===== src/rtl/fb_pkg.sv =====
// Shared frame-store constants and index type. The AXI writer/reader address
// counters use the same constants, so the three buffers line up across blocks.
package fb_pkg;

    localparam int          FB_NUM          = 3;
    localparam logic [31:0] DEF_BASE_ADDR   = 32'h1000_0000;
    localparam logic [31:0] DEF_FRAME_BYTES = 32'h0009_6000;

    typedef logic [1:0] fb_idx_t;

endpackage


===== src/rtl/frame_buffer_scheduler_sat_counter.sv =====
// Saturating event counter with synchronous active-low clear; holds at all-ones.
module sat_counter #(
    parameter int CNT_W = 16
) (
    input  logic             clk,
    input  logic             i_clr_n,
    input  logic             i_inc,
    output logic [CNT_W-1:0] o_cnt
);

    logic [CNT_W-1:0] r_cnt;

    always_ff @(posedge clk) begin
        if (!i_clr_n) begin
            r_cnt <= '0;
        end else if (i_inc && (r_cnt != {CNT_W{1'b1}})) begin
            r_cnt <= r_cnt + 1'b1;
        end
    end

    assign o_cnt = r_cnt;

endmodule


===== src/rtl/frame_buffer_scheduler.sv =====
// Triple-buffer scheduler: rotates writer/ready/reader buffer indices on frame
// events so the writer never touches the scanned-out buffer.
module frame_buffer_scheduler
    import fb_pkg::*;
#(
    parameter logic [31:0] BASE_ADDR   = DEF_BASE_ADDR,
    parameter logic [31:0] FRAME_BYTES = DEF_FRAME_BYTES,
    parameter int          CNT_W       = 16
) (
    input  logic             clk_100Mhz,
    input  logic             sys_rst_n,
    input  logic             wr_frame_done,
    input  logic             rd_frame_start,
    input  logic             freeze,
    output logic [31:0]      wr_base_addr,
    output logic [31:0]      rd_base_addr,
    output logic             rd_frame_valid,
    output logic [CNT_W-1:0] frames_dropped,
    output logic [CNT_W-1:0] frames_repeated
);

    localparam logic [31:0] ADDR0 = BASE_ADDR;
    localparam logic [31:0] ADDR1 = BASE_ADDR + FRAME_BYTES;
    localparam logic [31:0] ADDR2 = BASE_ADDR + FRAME_BYTES + FRAME_BYTES;

    function automatic logic [31:0] addr_of(input fb_idx_t idx);
        case (idx)
            2'd1:    addr_of = ADDR1;
            2'd2:    addr_of = ADDR2;
            default: addr_of = ADDR0;
        endcase
    endfunction

    fb_idx_t     r_wr_idx, r_rdy_idx, r_rd_idx;
    logic        r_fresh, r_has_frame, r_rd_valid;
    logic [31:0] r_wr_base, r_rd_base;

    fb_idx_t w_wr_n, w_rdy_mid, w_rdy_n, w_rd_n;
    logic    w_fresh_mid, w_fresh_n, w_has_frame_n, w_take, w_drop_inc, w_rep_inc;

    // Write swap is resolved first; the read swap then sees the post-write
    // state, so a simultaneous read start picks up the frame just completed.
    always_comb begin
        w_wr_n        = r_wr_idx;
        w_rdy_mid     = r_rdy_idx;
        w_fresh_mid   = r_fresh;
        w_has_frame_n = r_has_frame;
        if (wr_frame_done) begin
            w_wr_n        = r_rdy_idx;
            w_rdy_mid     = r_wr_idx;
            w_fresh_mid   = 1'b1;
            w_has_frame_n = 1'b1;
        end

        w_take    = rd_frame_start && w_fresh_mid && w_has_frame_n && !freeze;
        w_rd_n    = r_rd_idx;
        w_rdy_n   = w_rdy_mid;
        w_fresh_n = w_fresh_mid;
        if (w_take) begin
            w_rd_n    = w_rdy_mid;
            w_rdy_n   = r_rd_idx;
            w_fresh_n = 1'b0;
        end

        w_drop_inc = wr_frame_done && r_fresh;
        w_rep_inc  = rd_frame_start && !w_take && r_rd_valid && !freeze;
    end

    always_ff @(posedge clk_100Mhz) begin
        if (!sys_rst_n) begin
            r_wr_idx    <= 2'd0;
            r_rdy_idx   <= 2'd1;
            r_rd_idx    <= 2'd2;
            r_fresh     <= 1'b0;
            r_has_frame <= 1'b0;
            r_rd_valid  <= 1'b0;
            r_wr_base   <= ADDR0;
            r_rd_base   <= ADDR2;
        end else begin
            r_wr_idx    <= w_wr_n;
            r_rdy_idx   <= w_rdy_n;
            r_rd_idx    <= w_rd_n;
            r_fresh     <= w_fresh_n;
            r_has_frame <= w_has_frame_n;
            r_rd_valid  <= r_rd_valid || w_take;
            r_wr_base   <= addr_of(w_wr_n);
            r_rd_base   <= addr_of(w_rd_n);
        end
    end

    sat_counter #(.CNT_W(CNT_W)) u_drop_cnt (
        .clk     (clk_100Mhz),
        .i_clr_n (sys_rst_n),
        .i_inc   (w_drop_inc),
        .o_cnt   (frames_dropped)
    );

    sat_counter #(.CNT_W(CNT_W)) u_rep_cnt (
        .clk     (clk_100Mhz),
        .i_clr_n (sys_rst_n),
        .i_inc   (w_rep_inc),
        .o_cnt   (frames_repeated)
    );

    assign wr_base_addr   = r_wr_base;
    assign rd_base_addr   = r_rd_base;
    assign rd_frame_valid = r_rd_valid;

endmodule


===== config.mk =====
export PLATFORM = sky130hd
export DESIGN_NAME = frame_buffer_scheduler
export DESIGN_NICKNAME = d
export VERILOG_FILES = /design/src/rtl/fb_pkg.sv /design/src/rtl/frame_buffer_scheduler_sat_counter.sv /design/src/rtl/frame_buffer_scheduler.sv
export SDC_FILE = /design/constraint.sdc
export NUM_CORES = 1
export LEC_CHECK = 0
export ABC_CLOCK_PERIOD_IN_PS = 2100
export CAP_MARGIN = 25
export CORE_ASPECT_RATIO = 1.5
export CORE_MARGIN = 1.5
export CORE_UTILIZATION = 40
export DETAILED_ROUTE_END_ITERATION = 7
export PLACE_DENSITY_LB_ADDON = 0.12
export SYNTH_ARGS = -nofsm -noshare
export SYNTH_HDL_FRONTEND = slang
export SYNTH_SLANG_ARGS = --single-unit
export TNS_END_PERCENT = 50

===== constraint.sdc =====
create_clock -name clk_100Mhz -period 2.1 [get_ports clk_100Mhz]
set_clock_uncertainty 0.15 [all_clocks]
set_input_delay 0.42 -clock clk_100Mhz [delete_from_list [all_inputs] [get_ports clk_100Mhz]]
set_output_delay 0.42 -clock clk_100Mhz [all_outputs]
set_load 0.03 [all_outputs]

Yosys cells after proc, flatten, opt, wreduce, memory -nomap -nowiden
Cells that the tools add are included.
W data, S select, Z words.
{ "word_totals": {"reg_bits": 105, "output_inout_bits": 97, "elab_cells": 40} }
{ "classes": {"n_addsub": 2, "eq_ne": 6, "n_mux": 8, "n_bitwise": 1, "n_reduce_logical": 13} }
{ "op_table": {"columns": ["operator", "count"], "rows": [
  ["$pmux W21 S2", 2],
  ["$add A16 B1 Y16 const B", 2],
  ["$ne A16 B16 Y1 const B", 2],
  ["$logic_and A1 B1 Y1", 9],
  ["$mux W2", 4],
  ["$eq A2 B1 Y1 const B", 2],
  ["$eq A2 B2 Y1 const B", 2],
  ["$logic_not A1 Y1", 2],
  ["$mux W1", 2],
  ["$reduce_or A2 Y1", 1],
  ["$logic_or A1 B1 Y1", 1],
  ["$not A1 Y1", 1]
]} }

Longest topological paths before layout
{ "logic_depth": {"depth_word": 9, "depth_mapped": 7, "mapped_depth_nobuf": 6} }

Modules after synthesis
A second synthesis with hierarchy kept.
{ "hier_totals": {"hier_cells": 318, "area_unflattened_um2": 2768.9} }
{ "modules_own_cells": {"columns": ["mod", "n_inst", "cells_per_inst", "area_each_um2"], "rows": [
  ["sat_counter", 2, 97, 837.1],
  ["frame_buffer_scheduler", 1, 124, 1094.8]
]} }

Worst setup path after synthesis
Ideal clock, no wire load.
{ "synth_timing": {"path_type": "flip-flop to flip-flop", "from": "register u_drop_cnt.r_cnt[0], in the netlist u_drop_cnt.o_cnt[0]", "to": "register u_drop_cnt.r_cnt[1], in the netlist u_drop_cnt.o_cnt[1]", "arrival_ns": 1.862, "t_required_ns": 1.822, "setup_slack_ns": -0.040, "stages_incl_launch_ff": 7, "path_buffers": 1, "cell_sequence": "dfxtp_1 -> ha_1 -> nand3_1 -> o41ai_2 -> buf_2 -> mux2i_1 -> nor2_1"} }
{ "synth_between": {"elab_chain_len": 2, "elab_cells_between_ends": 3, "classes_between": "1 x add/sub; 1 x eq/ne; 1 x reduce/logical"} }
{ "synth_rtl": {"columns": ["element", "line_no", "source"], "rows": [
  ["start: declaration", "frame_buffer_scheduler_sat_counter.sv:11", "logic [CNT_W-1:0] r_cnt;"],
  ["start signal: assignment", "frame_buffer_scheduler_sat_counter.sv:17", "r_cnt <= r_cnt + 1'b1;"],
  ["branches (longest 2 deep; another with $add A16 B1 Y16)", null, null]
]} }
Parallel ways; which one is timed is not known.
A chain may end at the register's enable or synchronous reset.

Worst setup path in the final report
{ "layout_timing": {"from": "register u_drop_cnt.r_cnt[7], in the netlist u_drop_cnt.o_cnt[7]", "to": "output frames_dropped[7]"} }
{ "layout_rtl": {"columns": ["element", "line_no", "source"], "rows": [
  ["end: declaration", "frame_buffer_scheduler.sv:18", "output logic [CNT_W-1:0] frames_dropped,"]
]} }
No word-level cell between the ends.

==> impl_results.html <==
<table>
<tr><th>Metric</th><th>Value</th></tr>
<tr><th colspan="2">Finish</th></tr>
<tr><td>Total Nets Final</td><td>396</td></tr>
<tr><td>Post-synthesis to final-layout area growth</td><td>31.4%</td></tr>
<tr><td>Fraction of final layout cells sized beyond drive strength 1</td><td>18.4%</td></tr>
<tr><td>Final antenna diode count</td><td>0</td></tr>
<tr><td>Final core area utilization</td><td>55.2%</td></tr>
<tr><th colspan="2">Global route</th></tr>
<tr><td>GR Overflow Total</td><td>0</td></tr>
<tr><td>First-pass GRT wire length</td><td>9240 um</td></tr>
<tr><td>Number of global-route vias before repair</td><td>2081</td></tr>
<tr><td>Largest net degree at the start of global routing</td><td>19</td></tr>
<tr><td>Overall track demand over capacity in global routing</td><td>15.8%</td></tr>
<tr><td>Number of antenna violations at the first check in global routing</td><td>0</td></tr>
<tr><th colspan="2">STA</th></tr>
<tr><td>Pins over their slew limit</td><td>0</td></tr>
<tr><td>Final Hold Vio Count</td><td>0</td></tr>
<tr><td>Final critical-path share of the clock period</td><td>97.3%</td></tr>
<tr><td>Post-layout min period</td><td>2.04 ns</td></tr>
<tr><td>Max Freq</td><td>490 MHz</td></tr>
<tr><td>RSZ-0062 raised after global routing</td><td>true</td></tr>
<tr><td>Final Setup Violations</td><td>0</td></tr>
<tr><td>Worst Hold Slack</td><td>0.338 ns</td></tr>
<tr><th colspan="2">Clock tree</th></tr>
<tr><td>Hold Buf Count CTS</td><td>0</td></tr>
<tr><td>Clock sink count</td><td>47</td></tr>
<tr><td>H-tree lvl count</td><td>2</td></tr>
<tr><td>Clock input transition at the sequential cells of the worst setup and hold paths</td><td>0.09 ns</td></tr>
<tr><td>Max clock buf depth</td><td>2</td></tr>
<tr><td>CTS tree</td><td>built</td></tr>
<tr><td>Number of CTS-inserted buffers</td><td>5</td></tr>
<tr><td>Clock Latency Late Sink</td><td>0.30 ns</td></tr>
<tr><td>Clock tree root buffer cell</td><td>sky130_fd_sc_hd__clkbuf_8</td></tr>
<tr><th colspan="2">Logic synthesis</th></tr>
<tr><td>Synthesized instance count</td><td>302</td></tr>
<tr><td>Unique masters post-synth</td><td>38</td></tr>
<tr><td>Area share of the leading cell type in the synthesized netlist</td><td>36.0%</td></tr>
<tr><td>Summed instance area of the synthesized netlist</td><td>2610 sq um</td></tr>
<tr><td>Top cell types by occurrence after synthesis</td><td>sky130_fd_sc_hd__buf_4, sky130_fd_sc_hd__dfxtp_1, sky130_fd_sc_hd__a21oi_1</td></tr>
<tr><td>Primary FF master, synth</td><td>sky130_fd_sc_hd__dfxtp_1</td></tr>
<tr><td>Number of enable flip-flop cells after synthesis</td><td>0</td></tr>
<tr><td>Syn avg cell area</td><td>8.65 sq um</td></tr>
<tr><td>Register area share after synthesis</td><td>36.0%</td></tr>
<tr><td>Leading post-synthesis cells by cell area</td><td>sky130_fd_sc_hd__dfxtp_1, sky130_fd_sc_hd__buf_4, sky130_fd_sc_hd__a21oi_1</td></tr>
<tr><td>Yosys top cell by area</td><td>sky130_fd_sc_hd__dfxtp_1</td></tr>
<tr><td>Dominant cell by count in the synthesized netlist</td><td>sky130_fd_sc_hd__buf_4</td></tr>
<tr><td>Post-synthesis async set-or-reset flop share</td><td>0%</td></tr>
<tr><td>Register bit count reported by yosys</td><td>47</td></tr>
<tr><td>Synth Warn #</td><td>0</td></tr>
<tr><th colspan="2">Critical path</th></tr>
<tr><td>Required arrival time at the worst endpoint</td><td>1.53 ns</td></tr>
<tr><td>Register-to-Register Setup Slack</td><td>0.10 ns</td></tr>
<tr><td>Worst setup EP type</td><td>primary output</td></tr>
<tr><td>Type of origin of the critical path</td><td>flip-flop</td></tr>
<tr><td>Data arrival at the endpoint of the critical path</td><td>1.47 ns</td></tr>
<tr><td>Worst setup path endpoint</td><td>frames_dropped[7]</td></tr>
<tr><td>Max FO, Critical Path</td><td>4</td></tr>
<tr><td>Worst R2R End</td><td>u_drop_cnt.o_cnt[13]</td></tr>
<tr><td>Worst Reg-to-Reg Cells</td><td>5</td></tr>
<tr><td>Critical path startpoint</td><td>u_drop_cnt.o_cnt[7]</td></tr>
<tr><td>Category of the critical setup timing path</td><td>flip-flop to primary output</td></tr>
<tr><td>Startpoint of the worst register-to-register path</td><td>u_drop_cnt.o_cnt[9]</td></tr>
<tr><th colspan="2">Detailed routing</th></tr>
<tr><td>Overall via count from detail_route</td><td>2256</td></tr>
<tr><td>Total detailed-routing wirelength</td><td>5580 um</td></tr>
<tr><td>Number of optimization iterations in the first detailed-route pass</td><td>4</td></tr>
<tr><td>Drt first-iter violations</td><td>93</td></tr>
<tr><td>Vias per Instance</td><td>4.90</td></tr>
<tr><td>Antenna-violating nets left</td><td>0</td></tr>
<tr><td>Remaining design rule violation count</td><td>0</td></tr>
<tr><td>Post-DR wirelength/cell</td><td>12.1 um</td></tr>
<tr><th colspan="2">Power</th></tr>
<tr><td>P per Cell Area</td><td>567 nW/um^2</td></tr>
<tr><td>Worst voltage drop across the vdd grid</td><td>0.356 mV</td></tr>
<tr><td>Switching power as a share of total power</td><td>28.8%</td></tr>
<tr><td>Standby leakage power</td><td>1.42 nW</td></tr>
<tr><td>Switching power summed over all nets</td><td>0.561 mW</td></tr>
<tr><td>Clock network power share</td><td>36.9%</td></tr>
<tr><td>Sequential share of power</td><td>47.4%</td></tr>
<tr><td>Internal power summed over all cells</td><td>1.39 mW</td></tr>
<tr><td>Comb power frac</td><td>15.7%</td></tr>
<tr><th colspan="2">Floorplanning</th></tr>
<tr><td>Die height</td><td>102 um</td></tr>
<tr><td>Number of core rows</td><td>35</td></tr>
<tr><td>Area of the die</td><td>7040 sq um</td></tr>
<tr><td>Initial Util</td><td>42.0%</td></tr>
<tr><td>Die span in x</td><td>69 um</td></tr>
<tr><td>Core outline area</td><td>6220 sq um</td></tr>
<tr><td>Ports</td><td>102</td></tr>
<tr><th colspan="2">Run</th></tr>
<tr><td>Maximum capacitance violations</td><td>0</td></tr>
<tr><th colspan="2">Status</th></tr>
<tr><td>Result of the run</td><td>complete, no violations</td></tr>
<tr><th colspan="2">Placed design</th></tr>
<tr><td>Post-detailed-placement half-perimeter wirelength</td><td>4220 um</td></tr>
<tr><td>Final Wtd Congestion</td><td>0.803</td></tr>
<tr><td># port buffers</td><td>51</td></tr>
<tr><th colspan="2">Worst hold path</th></tr>
<tr><td>Path type of the worst min-delay path</td><td>flip-flop to flip-flop</td></tr>
</table>
[placed cells by master (no fill, tap or decap), types with 11 or more instances in the layout]
| cell | n |
|---|---|
| sky130_fd_sc_hd__conb_1 | 50 |
| sky130_fd_sc_hd__buf_4 | 45 |
| sky130_fd_sc_hd__a21oi_1 | 23 |
| sky130_fd_sc_hd__dfxtp_1 | 45 |
| sky130_fd_sc_hd__nand3_1 | 11 |
| sky130_fd_sc_hd__or4_1 | 14 |
| sky130_fd_sc_hd__o31ai_1 | 15 |
| sky130_fd_sc_hd__nand2_1 | 16 |
| sky130_fd_sc_hd__mux2i_1 | 11 |
| sky130_fd_sc_hd__clkdlybuf4s50_1 | 46 |
| sky130_fd_sc_hd__nor2_1 | 14 |
[layer usage]
| layer | GRT usage [%] | vias to the layer above | routed length (um) |
|---|---|---|---|
| met5 | 0 | - | 0 |
| met1 | 17.2 | 1051 | 2290 |
| li1 | - | 1144 | - |
| met4 | 5.43 | 0 | 68 |
| met2 | 29.5 | 55 | 2970 |
| met3 | 4.14 | 6 | 244 |
[cell type report]
class / instances / area, sq um
Inverter: 11 / 41.3
Clock inverter: 2 / 38.8
Fill cell: 599 / 2780
Timing Repair Buffer: 96 / 861
Clock buffer: 6 / 82.6
Sequential cell: 47 / 943
Tap cell: 74 / 92.6
Multi-Input combinational cell: 224 / 1380
[critical path: stages, from the launching register on]
cell and delay, ns:
sky130_fd_sc_hd__dfxtp_1 0.37, sky130_fd_sc_hd__buf_4 0.14, sky130_fd_sc_hd__clkdlybuf4s50_1 0.67
[state kept, by name, indices dropped and copies added, names as in the netlist]
signal	cells
r_rdy_idx	2
wr_base_addr	3
u_rep_cnt.o_cnt	16
rd_frame_valid	1
r_has_frame	1
r_wr_idx	2
u_drop_cnt.o_cnt	16
rd_base_addr	3
r_fresh	1
r_rd_idx	2
[kinds of logic (layout without fill, tap and decap cells)]
group           count (synthesis)  count (layout)  share of synthesized area [%]
simple gates                  101             101                           22.6
compound gates                 53              53                           12.7
fa+ha+maj                       6               6                           2.87
mux                            13              13                           5.07
other cells                     2              50                          0.287
flops                          47              47                           36.0
xor+xnor                        1               1                          0.335
buf+inv                        79             115                           20.1
[stage by stage]
stage	power, mW	instances	cell area, sq um	worst slack [ns]	TNS, ns
finish	1.95	460	3430	0.0577	0
floorplan	1.25	350	2800	0.0612	0
detailed placement	1.25	451	3250	-0.296	-5.78
CTS	1.96	459	3380	0.00507	0
global placement	1.25	451	3250	-0.243	-4.51
global route	2.03	460	3430	-0.00485	-0.00485
[power groups by stage]
| stage | Sequential (mW) | Combinational, mW | Clock, mW |
|---|---|---|---|
| 2_1_floorplan | 0.967 | 0.280 | 0 |
| 3_3_place_gp | 0.945 | 0.301 | 0 |
| 3_5_place_dp | 0.945 | 0.303 | 0 |
| 4_1_cts | 0.924 | 0.305 | 0.735 |
| 5_1_grt | 0.926 | 0.328 | 0.775 |
| 6_report | 0.924 | 0.305 | 0.720 |
[repair_timing]
| item | 4_1_cts | 5_1_grt |
|---|---|---|
| endpoints found under the setup margin | 9 | 18 |
| gates resized for setup | 1 | 13 |
| setup buffers | 0 | 1 |
| pin swaps | 0 | 1 |
[worst min-delay path by stage]
stage | slack [ns] | endpoint | start | cells after the start
after global placement | 0.32 | r_rdy_idx[0] | r_rd_idx[0] | 2
after global routing | 0.36 | r_rdy_idx[0] | r_rd_idx[0] | 2
final | 0.34 | r_has_frame | r_has_frame | 2
after detailed placement | 0.32 | r_rdy_idx[0] | r_rd_idx[0] | 2
after floorplan | 0.29 | r_rdy_idx[0] | r_rd_idx[0] | 2
after CTS | 0.34 | r_has_frame | r_has_frame | 2
No activity file was read; power rests on OpenSTA's default activity.
